File: src/rtl/pixel_sensor_ctrl_pkg.sv
// Shared types and default timing constants for the 2x2 pixel-array frame sequencer.
package pixel_sensor_ctrl_pkg;

    localparam int DEF_ERASE_CYCLES = 5;
    localparam int DEF_READ_CYCLES  = 5;
    localparam int DEF_RAMP_W       = 8;
    localparam int DEF_EXP_W        = 16;

    function automatic int ramp_steps(input int w);
        return 1 << w;
    endfunction

    localparam int RAMP_STEPS = ramp_steps(DEF_RAMP_W);

    typedef enum logic [2:0] {
        IDLE,
        ERASE,
        EXPOSE,
        SETTLE,
        CONVERT,
        READ12,
        READ34
    } state_t;

endpackage

File: src/rtl/pixel_sensor_ctrl_if.sv
// Host/array-facing signal bundle of pixel_sensor_ctrl.
// abort/aborted exist only when PIXEL_SENSOR_CTRL_ABORT_EN is defined.
interface pixel_sensor_ctrl_if
    import pixel_sensor_ctrl_pkg::*;
#(
    parameter int RAMP_W = DEF_RAMP_W,
    parameter int EXP_W  = DEF_EXP_W
) ();

    logic                  start;
    logic                  continuous;
    logic [EXP_W-1:0]      exp_cycles;
    logic                  erase;
    logic                  expose;
    logic                  convert;
    logic                  read12;
    logic                  read34;
    logic [RAMP_W-1:0]     ramp_data;
    logic [2*RAMP_W-1:0]   pix_in12;
    logic [2*RAMP_W-1:0]   pix_in34;
    logic [2*RAMP_W-1:0]   pix_out;
    logic                  pix_valid;
    logic                  pix_sel;
    logic                  busy;
    logic                  frame_done;
`ifdef PIXEL_SENSOR_CTRL_ABORT_EN
    logic                  abort;
    logic                  aborted;
`endif

    // Host and pixel-array side.
    modport master (
        output start, continuous, exp_cycles, pix_in12, pix_in34,
        input  erase, expose, convert, read12, read34, ramp_data,
        input  pix_out, pix_valid, pix_sel, busy, frame_done
`ifdef PIXEL_SENSOR_CTRL_ABORT_EN
        , output abort, input aborted
`endif
    );

    // Sequencer side.
    modport slave (
        input  start, continuous, exp_cycles, pix_in12, pix_in34,
        output erase, expose, convert, read12, read34, ramp_data,
        output pix_out, pix_valid, pix_sel, busy, frame_done
`ifdef PIXEL_SENSOR_CTRL_ABORT_EN
        , input abort, output aborted
`endif
    );

endinterface

File: src/rtl/pixel_sensor_ctrl_phase_timer.sv
// Loadable down-counter shared by every phase; last is high while the count is zero.
module phase_timer #(
    parameter int W = 16
) (
    input  logic         clk,
    input  logic         reset,
    input  logic         load,
    input  logic [W-1:0] value,
    output logic         last
);

    logic [W-1:0] count;

    always_ff @(posedge clk or posedge reset) begin
        if (reset)
            count <= '0;
        else if (load)
            count <= value;
        else if (count != '0)
            count <= count - W'(1);
    end

    assign last = (count == '0);

endmodule

File: src/rtl/pixel_sensor_ctrl.sv
// Frame sequencer for the 2x2 pixel array: phase strobes, ADC ramp and pixel capture.
// Optional abort input/aborted output under PIXEL_SENSOR_CTRL_ABORT_EN.
module pixel_sensor_ctrl
    import pixel_sensor_ctrl_pkg::*;
#(
    parameter int ERASE_CYCLES = DEF_ERASE_CYCLES,
    parameter int READ_CYCLES  = DEF_READ_CYCLES,
    parameter int RAMP_W       = DEF_RAMP_W,
    parameter int EXP_W        = DEF_EXP_W
) (
    input logic                clk,
    input logic                reset,
    pixel_sensor_ctrl_if.slave bus
);

    localparam int STEPS = ramp_steps(RAMP_W);
    localparam int TW    = (EXP_W > RAMP_W + 1) ? EXP_W : RAMP_W + 1;

    state_t           state, next_state;
    logic [EXP_W-1:0] exp_len;
    logic             launch, abort_now, capture, last, load;
    logic [TW-1:0]    load_value;

`ifdef PIXEL_SENSOR_CTRL_ABORT_EN
    assign abort_now = bus.abort && (state != IDLE);
`else
    assign abort_now = 1'b0;
`endif

    always_ff @(posedge clk or posedge reset) begin
        if (reset)
            state <= IDLE;
        else
            state <= next_state; // NOTE: sequential state uses <= so every flop samples pre-edge values
    end

    always_comb begin
        // NOTE: defaults first so no path through this block leaves a signal unassigned (no latch)
        next_state = state;
        launch     = 1'b0;
        if (abort_now) begin
            next_state = IDLE;
        end else begin
            unique case (state)
                IDLE:    if (bus.start) begin next_state = ERASE; launch = 1'b1; end
                ERASE:   if (last) next_state = EXPOSE;
                EXPOSE:  if (last) next_state = SETTLE;
                SETTLE:  if (last) next_state = CONVERT;
                CONVERT: if (last) next_state = READ12;
                READ12:  if (last) next_state = READ34;
                READ34:
                    if (last) begin
                        if (bus.continuous || bus.start) begin
                            next_state = ERASE;
                            launch     = 1'b1;
                        end else begin
                            next_state = IDLE;
                        end
                    end
                default: next_state = IDLE;
            endcase
        end
    end

    // The timer is reloaded with (duration - 1) on every state change.
    always_comb begin
        load_value = '0;
        unique case (next_state)
            ERASE:          load_value = TW'(ERASE_CYCLES - 1);
            EXPOSE:         load_value = TW'(exp_len) - TW'(1);
            CONVERT:        load_value = TW'(STEPS - 1);
            READ12, READ34: load_value = TW'(READ_CYCLES - 1);
            default:        load_value = '0;
        endcase
    end

    assign load    = (next_state != state);
    assign capture = ((state == READ12) || (state == READ34)) && last && !abort_now;

    phase_timer #(.W(TW)) u_timer (
        .clk   (clk),
        .reset (reset),
        .load  (load),
        .value (load_value),
        .last  (last)
    );

    // Outputs decode next_state so each strobe lines up with the state it belongs to.
    always_ff @(posedge clk or posedge reset) begin
        if (reset) begin
            exp_len        <= '0;
            bus.erase      <= 1'b0;
            bus.expose     <= 1'b0;
            bus.convert    <= 1'b0;
            bus.read12     <= 1'b0;
            bus.read34     <= 1'b0;
            bus.busy       <= 1'b0;
            bus.ramp_data  <= '0;
            bus.pix_valid  <= 1'b0;
            bus.pix_sel    <= 1'b0;
            bus.pix_out    <= '0;
            bus.frame_done <= 1'b0;
`ifdef PIXEL_SENSOR_CTRL_ABORT_EN
            bus.aborted    <= 1'b0;
`endif
        end else begin
            if (launch)
                exp_len <= (bus.exp_cycles == '0) ? EXP_W'(1) : bus.exp_cycles;
            bus.erase      <= (next_state == ERASE);
            bus.expose     <= (next_state == EXPOSE);
            bus.convert    <= (next_state == CONVERT);
            bus.read12     <= (next_state == READ12);
            bus.read34     <= (next_state == READ34);
            bus.busy       <= (next_state != IDLE);
            bus.ramp_data  <= (state == CONVERT && next_state == CONVERT)
                              ? bus.ramp_data + RAMP_W'(1) : '0;
            bus.pix_valid  <= capture;
            bus.frame_done <= capture && (state == READ34);
            if (capture) begin
                bus.pix_out <= (state == READ34) ? bus.pix_in34 : bus.pix_in12;
                bus.pix_sel <= (state == READ34);
            end
`ifdef PIXEL_SENSOR_CTRL_ABORT_EN
            bus.aborted    <= abort_now;
`endif
        end
    end

endmodule

File: src/flat_wrapper.sv
// flat-port wrapper written by rule: the top's interface ports become plain ports
module pixel_sensor_ctrl_flat import pixel_sensor_ctrl_pkg::*;
#(
    parameter int ERASE_CYCLES = DEF_ERASE_CYCLES,
    parameter int READ_CYCLES  = DEF_READ_CYCLES,
    parameter int RAMP_W       = DEF_RAMP_W,
    parameter int EXP_W        = DEF_EXP_W
)
  (clk, reset, bus_start, bus_continuous, bus_exp_cycles, bus_pix_in12, bus_pix_in34, bus_erase, bus_expose, bus_convert, bus_read12, bus_read34, bus_ramp_data, bus_pix_out, bus_pix_valid, bus_pix_sel, bus_busy, bus_frame_done);
  pixel_sensor_ctrl_if #(.RAMP_W(RAMP_W), .EXP_W(EXP_W)) bus_i ();
  input logic clk;
  input logic reset;
  input wire logic [$bits(bus_i.start)-1:0] bus_start;
  input wire logic [$bits(bus_i.continuous)-1:0] bus_continuous;
  input wire logic [$bits(bus_i.exp_cycles)-1:0] bus_exp_cycles;
  input wire logic [$bits(bus_i.pix_in12)-1:0] bus_pix_in12;
  input wire logic [$bits(bus_i.pix_in34)-1:0] bus_pix_in34;
  output wire logic [$bits(bus_i.erase)-1:0] bus_erase;
  output wire logic [$bits(bus_i.expose)-1:0] bus_expose;
  output wire logic [$bits(bus_i.convert)-1:0] bus_convert;
  output wire logic [$bits(bus_i.read12)-1:0] bus_read12;
  output wire logic [$bits(bus_i.read34)-1:0] bus_read34;
  output wire logic [$bits(bus_i.ramp_data)-1:0] bus_ramp_data;
  output wire logic [$bits(bus_i.pix_out)-1:0] bus_pix_out;
  output wire logic [$bits(bus_i.pix_valid)-1:0] bus_pix_valid;
  output wire logic [$bits(bus_i.pix_sel)-1:0] bus_pix_sel;
  output wire logic [$bits(bus_i.busy)-1:0] bus_busy;
  output wire logic [$bits(bus_i.frame_done)-1:0] bus_frame_done;
  assign bus_i.start = bus_start;
  assign bus_i.continuous = bus_continuous;
  assign bus_i.exp_cycles = bus_exp_cycles;
  assign bus_i.pix_in12 = bus_pix_in12;
  assign bus_i.pix_in34 = bus_pix_in34;
  assign bus_erase = bus_i.erase;
  assign bus_expose = bus_i.expose;
  assign bus_convert = bus_i.convert;
  assign bus_read12 = bus_i.read12;
  assign bus_read34 = bus_i.read34;
  assign bus_ramp_data = bus_i.ramp_data;
  assign bus_pix_out = bus_i.pix_out;
  assign bus_pix_valid = bus_i.pix_valid;
  assign bus_pix_sel = bus_i.pix_sel;
  assign bus_busy = bus_i.busy;
  assign bus_frame_done = bus_i.frame_done;
  pixel_sensor_ctrl #(.ERASE_CYCLES(ERASE_CYCLES), .READ_CYCLES(READ_CYCLES), .RAMP_W(RAMP_W), .EXP_W(EXP_W)) u_core (.clk(clk), .reset(reset), .bus(bus_i));
endmodule
File: config.mk
export PLATFORM = sky130hd
export DESIGN_NAME = pixel_sensor_ctrl_flat
export DESIGN_NICKNAME = d
export VERILOG_FILES = /design/src/rtl/pixel_sensor_ctrl_pkg.sv /design/src/rtl/pixel_sensor_ctrl_if.sv /design/src/rtl/pixel_sensor_ctrl_phase_timer.sv /design/src/rtl/pixel_sensor_ctrl.sv /design/src/flat_wrapper.sv
export SDC_FILE = /design/constraint.sdc
export NUM_CORES = 1
export LEC_CHECK = 0
export BUFFER_PORTS_ARGS = -buffer_cell sky130_fd_sc_hd__buf_4
export CAP_MARGIN = 20
export CORE_UTILIZATION = 31
export CTS_BUF_LIST = sky130_fd_sc_hd__clkbuf_4 sky130_fd_sc_hd__clkbuf_8 sky130_fd_sc_hd__clkbuf_16
export DETAILED_ROUTE_END_ITERATION = 8
export GPL_TIMING_DRIVEN = 0
export MAX_ROUTING_LAYER = met4
export SLEW_MARGIN = 20
export SYNTH_ARGS = -nofsm -noshare
export SYNTH_HDL_FRONTEND = slang
export SYNTH_SLANG_ARGS = --single-unit
export TNS_END_PERCENT = 1
File: constraint.sdc
create_clock -name clk -period 8.1 [get_ports clk]
set_input_delay 0.405 -clock clk [delete_from_list [all_inputs] [get_ports clk]]
set_output_delay 0.405 -clock clk [all_outputs]
set_load 0.1 [all_outputs]
==> results list <==
- IO Port Bufs: 84
- Summing every instance area after synthesis gives 3540 um2.
- In this run the worst hold path is classified as input port to asynchronous set/reset pin.
* Most used standard cells in the synthesized netlist: 68 x sky130_fd_sc_hd__dfrtp_1, 31 x sky130_fd_sc_hd__nor2_1, 28 x sky130_fd_sc_hd__nand2_1
- Io pins: 85
* Antenna-violating nets left: 0
- Synthesis warning total: 0
- The root buffer cell chosen for the clock tree is sky130_fd_sc_hd__clkbuf_16.
* Aggregate global-route resource usage: roughly 16%
- Maximum fanout encountered on the critical timing path: 10
- On the final layout, the worst clock skew is 0.00688 ns.
- Gr ovfl total: 0
* H-tree depth: 3
- RSZ-0062 raised after global routing: no
- Hold is met by 0.0639 ns.
- For the finished layout, the period the worst path requires is 3.20 ns.
* Area contributors post-synth: sky130_fd_sc_hd__dfrtp_1 48%, sky130_fd_sc_hd__mux2i_1 5.4%, sky130_fd_sc_hd__xor2_1 4.2%, sky130_fd_sc_hd__xnor2_1 3.7%, sky130_fd_sc_hd__o21ai_0 3.4%
* Resized cells post-CTS: 0
* Final setup violation count: 0
- Number of slew-limit violations in the final report: 0
- Cell with the most instances after synthesis: sky130_fd_sc_hd__dfrtp_1
- The core region is 11000 um2.
- Transition time of the tightest slew-check pin: 0.726 ns
- The number of setup buffers added after CTS is 0.
- Status: finished, final reports clean
- The largest single stage delay on the critical path is 0.62 ns.
* End of the worst register-to-register path: u_core.exp_len[1]
- After the first detailed-routing iteration, the DRC count stood at roughly 160.
* Crit share post-route: about 40%
- Among all flip-flop cells after synthesis, the most frequent one is sky130_fd_sc_hd__dfrtp_1.
- Final net count: between 400 and 500
* Highest attainable clock frequency: 313 MHz
- Dividing total power by cell area gives a power density of 313 nW/um2.
* Vertical extent of the die: 109 um
- The first global-routing pass estimated 14.4 mm of wire.
- The repair_antennas step left the layout with diodes totalling 0.
* Portion of the post-synthesis area used by sequential elements: 48.1%
* Worst path arrival time: 3.41 ns
- Bufs on Longest Clock Path: 2
- Full die area: about 12000 um2
* CP required: 8.31 ns
- The total count of hold-check failures in the final report is 0.
- Detailed Place HPWL: 6.39 mm
- The initial utilization of the core area, before any placement, comes to 32.2%.
- Reg-to-reg critical path startpoint: u_core.u_timer.count[0]
* Clock tree from TritonCTS: done
* Post-synth top area share: 48.1%
- In this run the static leakage power is approximately 2.2 nW.
- Relative slew margins: just over 50%
* Die width: 109 um
- Syn avg cell area: 10.2 um2
- Register-to-Register Setup Slack: 4.90 ns
* Category of the worst setup path launch point: flop
- Once layout is done, the placed cells without fillers occupy about 4700 um2.
- Worst Reg2Reg Path Length in Cells: 8
- Counting flops with an async set or reset pin after synthesis yields a share of 100%.
* Pin count of the biggest net entering global routing: 40
* Final total negative setup slack: 0 ns
- Overall routed net length: 8.56 mm
- Total placed instance area: 4360 um2
* Clock transition at the registers of the reported paths: 0.06 ns
- Final cell utilization of the core: 43.0%
- Cell type with the highest aggregate area in the netlist: sky130_fd_sc_hd__dfrtp_1
- In this run, synthesis inferred 0 flip-flops with an integrated enable.
- Critical setup path kind: flop to flop
- CTS buffer count: 9
- Synthesis produced a netlist whose cell count is 347.
- Max-cap violations in this run came to 0.
* Overall via count from detail_route: 2964
- Relative to the synthesized area, the layout overhead comes to 33.6%.
- Via count of the first global-routing pass: 2890
- Synthesis inferred 68 register bits.
* Crit path max-delay cell type: sky130_fd_sc_hd__or4_4
- Including well taps, the total number of placed cells is 572.
- Number of vias per cell after detailed routing: 5.04
- Leaving out filler cells and counting taps, the final layout contains 588.
- Count of unresolved DRC violations after routing: 0
* WL/cell: 14.6 um
* Insertion delay to the later sink of the worst-skew pair: 0.33 ns
- Sinks on Clock Net: a little under 70
- Critical path capture point type: flop
* Global placer's final weighted congestion: 0.875
- The number of nets handed over by synthesis was 402.
* First-pass detailed-route iteration total: 4
* Worst path cell trace: inv_1 > ha_1 > nor3b_1 > nand3_1 > or4_4 > a21oi_4 > buf_8 > mux2_4
* Peak supply drop: approximately 0.099 mV
- Initial antenna violation count: 0
- Post-CTS Hold Fix Bufs: 0
- The initialized floorplan defines 38 standard-cell rows.
- Cells with a size suffix above 1 make up 28.3% of the layout.
- Distinct cell type count of the synthesized netlist: 49
==> state kept, by name, summed over array words and instances (netlist names) <==
register / count
u_core.bus.pix_out: 16
u_core.exp_len: 16
u_core.u_timer.count: 16
u_core.bus.ramp_data: 8
u_core.state: 3
u_core.bus.busy: 1
u_core.bus.convert: 1
u_core.bus.erase: 1
u_core.bus.expose: 1
u_core.bus.frame_done: 1
u_core.bus.pix_sel: 1
u_core.bus.pix_valid: 1
u_core.bus.read12: 1
u_core.bus.read34: 1
==> routing by layer <==
| metal | global-route usage [%] | routed length [um] | share of wire [%] | vias up |
|---|---|---|---|---|
| li1 | - | - | - | 1437 |
| met1 | 20.4 | 3790 | 44 | 1441 |
| met2 | 25.8 | 4270 | 50 | 74 |
| met3 | 3.23 | 372 | 4.3 | 12 |
| met4 | 6.37 | 131 | 1.5 | 0 |
| met5 | - | 0 | 0 | - |
==> cells by family after synthesis <==
kind of cell / count (synthesis) / share of synthesized area (%)
DFF: 68 / 48.1
xor gates and xnor gates: 32 / 7.93
AOI/OAI and AO/OA: 64 / 11.5
adders and majority gates: 4 / 1.34
muxes: 34 / 10.8
and+or+nand+nor: 118 / 17.1
buffers and inverters: 27 / 3.22
==> through the flow <==
stage	total power [mW]	worst slack (ns)
2_1_floorplan	0.884	5.33
3_3_place_gp	1.00	4.91
3_5_place_dp	1.01	4.92
4_1_cts	1.48	4.90
5_1_grt	1.57	4.72
6_report	1.48	4.90
==> cell type report <==
| type | count | area (um2) |
|---|---|---|
| Clock inverter | 5 | 108 |
| Clock buffer | 11 | 253 |
| Tap cell | 140 | 175 |
| Multi-Input combinational cell | 252 | 1720 |
| Inverter | 10 | 40.0 |
| Timing Repair Buffer | 85 | 651 |
| Buffer | 17 | 76.3 |
| Sequential cell | 68 | 1700 |
| Fill cell | 1029 | 6260 |
==> power by group <==
group / total [mW] / switching (mW) / internal, mW
clock: 0.464 / 0.146 / 0.318
combinational: 0.493 / 0.267 / 0.225
sequential: 0.521 / 0.0944 / 0.426
==> worst max-delay path, delay by kind of cell, from the launching register on <==
family	cells	cell delay (ns)
AND/OR/NAND/NOR	3	1.51
flip-flops	1	0.40
AO/OA/AOI/OAI	1	0.37
multiplexers	1	0.31
buffers and inverters	2	0.30
adder cells (fa/ha/maj)	1	0.18
==> cells in the final DEF, fill, tap and decap left out, drive strengths merged, types with 4 or more instances in the layout <==
master   n
buf     88
dfrtp   68
nor2    31
nand2   28
clkbuf  25
o21ai   24
mux2i   19
xor2    17
xnor2   15
o22ai   15
mux2    15
nand3   12
nor3    12
inv     10
nor4     9
a21oi    6
or4      4
==> how the worst max path moves through the flow <==
stage	depth (start not counted)	endpoint	from
3_5_place_dp	8	u_core.exp_len[1]	u_core.u_timer.count[0]
5_1_grt	8	u_core.exp_len[3]	u_core.u_timer.count[0]
2_1_floorplan	8	u_core.exp_len[15]	u_core.u_timer.count[0]
4_1_cts	8	u_core.exp_len[1]	u_core.u_timer.count[0]
3_3_place_gp	8	u_core.exp_len[15]	u_core.u_timer.count[0]
6_report	8	u_core.exp_len[1]	u_core.u_timer.count[0]
No activity file was read; power rests on OpenSTA's default activity.
